==> config.mk <==
export PLATFORM = sky130hd
export DESIGN_NAME = bip_uart_loader
export DESIGN_NICKNAME = d
export VERILOG_FILES = /design/src/rtl/bip_uart_pkg.sv /design/src/rtl/bip_uart_loader_sat_counter.sv /design/src/rtl/bip_uart_loader.sv
export SDC_FILE = /design/constraint.sdc
export NUM_CORES = 1
export LEC_CHECK = 0
export CAP_MARGIN = 20
export CORE_MARGIN = 2
export CORE_UTILIZATION = 35
export DETAILED_ROUTE_END_ITERATION = 10
export PLACE_DENSITY = 0.57
export SLEW_MARGIN = 20
export SYNTH_ARGS = -nofsm -noshare
export SYNTH_HDL_FRONTEND = slang
export SYNTH_HIERARCHICAL = 1
export SYNTH_SLANG_ARGS = --single-unit
==> constraint.sdc <==
create_clock -name CLK -period 5.3 [get_ports CLK]
set_input_delay 0.53 -clock CLK [delete_from_list [all_inputs] [get_ports CLK]]
set_output_delay 0.53 -clock CLK [all_outputs]
set_load 0.005 [all_outputs]
==> src/rtl/bip_uart_pkg.sv <==
// Shared constants and types for the UART program loader / BIP sequencer.
package bip_uart_pkg;

    // Sequencer states. The encoding is visible on the STATE debug port.
    typedef enum logic [2:0] {
        LOAD_LO = 3'd0,
        LOAD_HI = 3'd1,
        WRITE   = 3'd2,
        RUN     = 3'd3,
        TX_SEND = 3'd4,
        TX_WAIT = 3'd5
    } state_e;

    // Instruction word that ends a program download.
    localparam logic [15:0] HALT_WORD_DEF = 16'h0000;

    // Result frame returned to the host: acc lo, acc hi, cycles lo, cycles hi.
    localparam int          TX_BYTES   = 4;
    localparam logic [1:0]  IDX_ACC_LO = 2'd0;
    localparam logic [1:0]  IDX_ACC_HI = 2'd1;
    localparam logic [1:0]  IDX_CYC_LO = 2'd2;
    localparam logic [1:0]  IDX_CYC_HI = 2'd3;
    localparam logic [1:0]  IDX_LAST   = 2'(TX_BYTES - 1);

endpackage

==> src/rtl/bip_uart_loader_sat_counter.sv <==
// Saturating up-counter with synchronous clear; used for BIP execution cycles.
module sat_counter #(
    parameter int W = 16
) (
    input  logic         CLK,
    input  logic         RESET,
    input  logic         clr_i,
    input  logic         en_i,
    output logic [W-1:0] cnt_o
);

    logic [W-1:0] cnt_q;
    logic [W-1:0] cnt_d;

    // Next count: clear wins, otherwise count up and stick at all-ones.
    always_comb begin
        cnt_d = cnt_q;
        if (clr_i) begin
            cnt_d = '0;
        end else if (en_i && (cnt_q != '1)) begin
            cnt_d = cnt_q + 1'b1;
        end
    end

    // Count register.
    always_ff @(posedge CLK or posedge RESET) begin
        if (RESET) begin
            cnt_q <= '0;
        end else begin
            cnt_q <= cnt_d;
        end
    end

    assign cnt_o = cnt_q;

endmodule

==> src/rtl/bip_uart_loader.sv <==
// Sequencer between the UART and the BIP core: download a program as
// little-endian 16-bit words, run it while counting cycles, then return the
// accumulator and cycle count as four bytes and re-arm for the next program.
module bip_uart_loader
    import bip_uart_pkg::*;
#(
    parameter int          N_BIT     = 8,
    parameter int          ADDR_W    = 11,
    parameter int          DEPTH     = 2048,
    parameter logic [15:0] HALT_WORD = HALT_WORD_DEF,
    parameter int          CYC_W     = 16
) (
    input  logic              CLK,
    input  logic              RESET,
    input  logic              RX_DONE,
    input  logic [N_BIT-1:0]  RX_DATA,
    input  logic              TX_DONE,
    output logic              TX_START,
    output logic [N_BIT-1:0]  TX_DATA,
    output logic              MEM_WE,
    output logic [ADDR_W-1:0] MEM_ADDR,
    output logic [15:0]       MEM_DATA,
    output logic              BIP_EN,
    input  logic              BIP_HALT,
    input  logic [15:0]       ACC,
    output logic [2:0]        STATE
);

    localparam logic [ADDR_W-1:0] ADDR_LAST = ADDR_W'(DEPTH - 1);

    state_e             state_q, state_d;
    logic [ADDR_W-1:0]  addr_q,  addr_d;
    logic [N_BIT-1:0]   lo_q,    lo_d;
    logic [N_BIT-1:0]   hi_q,    hi_d;
    logic [15:0]        acc_q,   acc_d;
    logic [1:0]         idx_q,   idx_d;
    logic               cyc_clr;
    logic               cyc_en;
    logic [CYC_W-1:0]   cyc;
    logic [15:0]        cyc16;
    logic [N_BIT-1:0]   tx_byte;

    // Execution cycle counter: cleared on entry to RUN, counts every RUN cycle.
    assign cyc_en = (state_q == RUN);

    sat_counter #(
        .W (CYC_W)
    ) u_cyc (
        .CLK   (CLK),
        .RESET (RESET),
        .clr_i (cyc_clr),
        .en_i  (cyc_en),
        .cnt_o (cyc)
    );

    assign cyc16 = 16'(cyc);

    // Next-state and datapath updates for the load / run / report sequence.
    always_comb begin
        // NOTE: every variable gets a default first so no path infers a latch.
        state_d = state_q;
        addr_d  = addr_q;
        lo_d    = lo_q;
        hi_d    = hi_q;
        acc_d   = acc_q;
        idx_d   = idx_q;
        cyc_clr = 1'b0;
        case (state_q)
            LOAD_LO: begin
                if (RX_DONE) begin
                    lo_d    = RX_DATA;
                    state_d = LOAD_HI;
                end
            end
            LOAD_HI: begin
                if (RX_DONE) begin
                    hi_d    = RX_DATA;
                    state_d = WRITE;
                end
            end
            WRITE: begin
                // The halt word is itself written before the program starts.
                if (({hi_q, lo_q} == HALT_WORD) || (addr_q == ADDR_LAST)) begin
                    addr_d  = '0;
                    cyc_clr = 1'b1;
                    state_d = RUN;
                end else begin
                    addr_d  = addr_q + 1'b1;
                    state_d = LOAD_LO;
                end
            end
            RUN: begin
                if (BIP_HALT) begin
                    acc_d   = ACC;
                    idx_d   = '0;
                    state_d = TX_SEND;
                end
            end
            TX_SEND: begin
                state_d = TX_WAIT;
            end
            TX_WAIT: begin
                if (TX_DONE) begin
                    if (idx_q == IDX_LAST) begin
                        addr_d  = '0;
                        state_d = LOAD_LO;
                    end else begin
                        idx_d   = idx_q + 1'b1;
                        state_d = TX_SEND;
                    end
                end
            end
            default: begin
                state_d = LOAD_LO;
            end
        endcase
    end

    // State and datapath registers.
    always_ff @(posedge CLK or posedge RESET) begin
        if (RESET) begin
            state_q <= LOAD_LO;
            addr_q  <= '0;
            lo_q    <= '0;
            hi_q    <= '0;
            acc_q   <= '0;
            idx_q   <= '0;
        end else begin
            // NOTE: non-blocking updates so every register samples pre-edge values.
            state_q <= state_d;
            addr_q  <= addr_d;
            lo_q    <= lo_d;
            hi_q    <= hi_d;
            acc_q   <= acc_d;
            idx_q   <= idx_d;
        end
    end

    // Result byte selected by the frame index; held steady through TX_WAIT.
    always_comb begin
        tx_byte = '0;
        case (idx_q)
            IDX_ACC_LO: tx_byte = acc_q[7:0];
            IDX_ACC_HI: tx_byte = acc_q[15:8];
            IDX_CYC_LO: tx_byte = cyc16[7:0];
            IDX_CYC_HI: tx_byte = cyc16[15:8];
            default:    tx_byte = '0;
        endcase
    end

    // Moore outputs decoded from the current state only.
    assign MEM_WE   = (state_q == WRITE);
    assign BIP_EN   = (state_q == RUN);
    assign TX_START = (state_q == TX_SEND);
    assign MEM_ADDR = addr_q;
    assign MEM_DATA = {hi_q, lo_q};
    assign TX_DATA  = tx_byte;
    assign STATE    = state_q;

endmodule

==> summary.json <==
{
  "grt_max_degree": {"value": 49},
  "power.net_switching": {"value": 0.000773, "unit": "W"},
  "ctsRootBufferMaster": {"value": "clkbuf_8"},
  "outcome": {"value": "finished clean"},
  "drt_wl_total": {"value": 8470, "unit": "um"},
  "worst-endpoint-required": {"value": 4770, "unit": "ps"},
  "async_reset_ff_share": {"value": 100, "unit": "%"},
  "core_region_area": {"value": 9730, "unit": "um^2"},
  "hpwl": {"value": 5980, "unit": "um"},
  "avgSynthCellArea": {"value": 10.9, "unit": "um^2"},
  "groute.usage.overall": {"value": 16.7, "unit": "%"},
  "die_w": {"value": 104, "unit": "um"},
  "slew_headroom": {"value": 36.2, "unit": "%"},
  "via_count": {"value": 2804},
  "die_area": {"value": 10800, "unit": "um^2"},
  "layout-area-overhead-vs-synth": {"value": 28.1, "unit": "%"},
  "grt.overflow.total": {"value": 0},
  "synth-seq-area-share": {"value": 45.9, "unit": "%"},
  "antenna_found_initial": {"value": 0},
  "netlist_instances": {"value": 320},
  "layout.filler_cells": {"value": 932},
  "ctsLongestPathBuffers": {"value": 2},
  "num_antenna_cells": {"value": 0},
  "power.leakage": {"value": 1.83, "unit": "nW"},
  "clk_sink_count": {"value": 64},
  "drt_first_iter_violations": {"value": 145},
  "postSynthRegisterBits": {"value": 64},
  "detailedRoute.firstPassIterationCount": {"value": 5},
  "critical_path_at": {"value": 2220, "unit": "ps"},
  "unrepaired_setup_endpoints_after_global_routing": {"value": "no"},
  "h-tree-depth": {"value": 3},
  "reg2regPathDepth": {"value": 5},
  "synthFlopType": {"value": "dfrtp_1"},
  "min-delay-path-class": {"value": "flip-flop to flip-flop"},
  "max_slew_violation_count": {"value": 0},
  "insertion_delay": {"value": 350, "unit": "ps"},
  "yosys.cell_types.count": {"value": 56},
  "timing.final.setup_violations": {"value": 0},
  "sw_frac_of_total": {"value": 34.2, "unit": "%"},
  "mappedNetlistArea": {"value": 3490, "unit": "um^2"},
  "skew": {"value": 10.3, "unit": "ps"},
  "gp_congestion": {"value": 0.879},
  "warnings_from_yosys": {"value": 6},
  "worst_hold_path.num_cells": {"value": 1},
  "fp-row-count": {"value": 36},
  "power.internal": {"value": 0.00149, "unit": "W"},
  "worst_setup_path_start_kind": {"value": "flip-flop"},
  "post-cts-setup-buffer-count": {"value": 0},
  "grt_pass1_vias": {"value": 2773},
  "post_cts_resized": {"value": 0},
  "total_power": {"value": 0.00226, "unit": "W"},
  "drt.antenna.violating_nets": {"value": 0},
  "detail_route.wl_per_cell": {"value": 16.2, "unit": "um"},
  "route.detailed.vias_per_inst": {"value": 5.37},
  "initial_cell_density_of_the_core": {"value": 35.9, "unit": "%"},
  "yosysMostFrequentCell": {"value": "dfrtp_1"},
  "place_area": {"value": 4240, "unit": "um^2"},
  "cp-end-kind": {"value": "output port"},
  "worstMarginPinSlew": {"value": 957, "unit": "ps"},
  "cts_tree": {"value": "yes"},
  "worst_setup_slack_before_clock_tree_synthesis": {"value": 2550, "unit": "ps"},
  "numPlacedInstances": {"value": 506},
  "final_min_period_over_clock_period": {"value": 51.9, "unit": "%"},
  "path_class": {"value": "flip-flop to output port"},
  "timing.fmax": {"value": 363, "unit": "MHz"},
  "drt_drc_violations_left": {"value": 0},
  "worstReg2RegEnd": {"value": "u_cyc/cnt_o[9]"},
  "whs_endpoint": {"value": "acc_q[0]"},
  "seq_power_share": {"value": 37.5, "unit": "%"},
  "worstPathMaxFanout": {"value": 8},
  "nNetsFinal": {"value": 419},
  "layout.cell_area.non_filler": {"value": 4470, "unit": "um^2"},
  "finalWorstPathRequiredPeriod": {"value": 2750, "unit": "ps"},
  "comb_pwr_share": {"value": 40.9, "unit": "%"},
  "cts_hold_repair.buffers": {"value": 0},
  "cts-buffers-inserted": {"value": 9},
  "clk_pin_slew_worst_paths": {"value": 80, "unit": "ps"},
  "r2r_start": {"value": "lo_q[1]"},
  "fin_setup_tns": {"value": 0, "unit": "ps"},
  "power.density_cell_area": {"value": 505, "unit": "nW/um^2"},
  "power.share.clock": {"value": 21.6, "unit": "%"},
  "synth.cells.most_frequent": {"value": "dfrtp_1 (64), mux2_2 (35), inv_1 (21), nand2_1 (21), a21oi_1 (14)"},
  "grt_pass1_wl": {"value": 14400, "unit": "um"},
  "cap_violations": {"value": 0},
  "place.port_buffers": {"value": 69},
  "dieHeight": {"value": 104, "unit": "um"},
  "yosysTopAreaCellShare": {"value": 45.9, "unit": "%"},
  "post_route_cells_drive_above_1_share": {"value": 18.8, "unit": "%"},
  "ios": {"value": 70},
  "synth-edff-count": {"value": 0},
  "synth_top_area_cells": {"value": "dfrtp_1 (46%), mux2_2 (11%), mux2i_1 (2.6%)"},
  "reg2reg_slack": {"value": 2570, "unit": "ps"},
  "synth.net_count": {"value": 355},
  "final_critical_path_setup_slack": {"value": 2550, "unit": "ps"},
  "power.ir.vdd_worst": {"value": 241, "unit": "uV"},
  "min_from": {"value": "acc_q[0]"},
  "yosysTopAreaCell": {"value": "dfrtp_1"},
  "finish.cell_count_without_fillers": {"value": 522},
  "report.final.hold_viol_count": {"value": 0}
}
[how the worst max path moves through the flow]
stage / start / cells past startpoint / slack, ps / to
after floorplan: STATE[2] / 7 / 3100 / u_cyc/cnt_o[13]
after global placement: lo_q[1] / 5 / 2570 / u_cyc/cnt_o[9]
after detailed placement: lo_q[1] / 5 / 2550 / u_cyc/cnt_o[0]
after CTS: idx_q[0] / 4 / 2500 / TX_DATA[7]
after global routing: lo_q[5] / 5 / 2290 / u_cyc/cnt_o[9]
final: idx_q[0] / 4 / 2550 / TX_DATA[2]
[state kept, by name, summed over array words and instances (netlist names)]
| register | flops |
|---|---|
| lo_q | 8 |
| hi_q | 8 |
| MEM_ADDR | 11 |
| acc_q | 16 |
| idx_q | 2 |
| STATE | 3 |
| u_cyc/cnt_o | 16 |
[layout make-up]
| class | count | area (um^2) | area share (%) |
|---|---|---|---|
| timing repair buffer | 69 | 691 | 15.4 |
| clock buffer | 9 | 124 | 2.77 |
| sequential | 64 | 1600 | 35.8 |
| inverter | 21 | 80.1 | 1.79 |
| clock inverter | 7 | 103 | 2.29 |
| multi-input combinational | 219 | 1710 | 38.2 |
| tap | 133 | 166 | 3.72 |
[logic make-up (layout without fill, tap and decap cells)]
logic type	after synthesis	in the layout	synth area share, %
fa+ha+maj	6	6	2.15
mux	44	44	13.9
flops	64	64	45.9
simple gates	108	108	19.8
compound gates	61	61	13.1
buf+inv	37	106	5.20
[power by group through the flow]
stage | Sequential (W) | Clock, W | Combinational, W
global placement | 0.000847 | 0 | 0.000929
CTS | 0.000849 | 0.000498 | 0.000941
finish | 0.000846 | 0.000488 | 0.000925
floorplan | 0.000808 | 0 | 0.000537
detailed placement | 0.000857 | 0 | 0.000934
global route | 0.000884 | 0.000521 | 0.00101
[layer usage]
layer / vias to the layer above / share of wire, % / track usage (%)
li1: 1342 / - / -
met4: 0 / 1.6 / 7.24
met3: 12 / 5.3 / 3.51
met2: 89 / 45 / 24.3
met1: 1361 / 48 / 23.8
met5: - / 0 / 0
[worst max-delay path: stages (launching register included)]
cell and delay [ps]:
dfrtp_1 430, inv_1 90, ha_1 530, mux2i_1 300
clkdlybuf4s50_1 540
[stage by stage]
step / utilization (%) / hold WS, ps
after global placement: 43.6 / 490
final: 46.0 / 508
after floorplan: - / 444
after detailed placement: 43.6 / 494
after CTS: 45.9 / 514
after global routing: 46.0 / 530
[cell usage in the layout, fill, tap and decap left out, types with 3 or more instances in the layout]
| cell type | instances |
|---|---|
| dfrtp_1 | 64 |
| nand4_4 | 3 |
| clkdlybuf4s50_1 | 69 |
| a222oi_1 | 8 |
| a31oi_1 | 4 |
| nor2_1 | 6 |
| nor3_1 | 4 |
| nor2b_1 | 4 |
| nor4_1 | 7 |
| o31ai_1 | 5 |
| o311ai_2 | 3 |
| or4_1 | 6 |
| o21ai_0 | 11 |
| inv_1 | 20 |
| or3_1 | 8 |
| clkbuf_8 | 9 |
| nand2_1 | 21 |
| mux2_2 | 35 |
| a21oi_1 | 14 |
| nand3_1 | 13 |
| nand2b_1 | 6 |
| ha_1 | 6 |
| mux2i_1 | 9 |
| nand4_1 | 11 |
| o22ai_1 | 4 |
No activity file was read; power rests on OpenSTA's default activity.
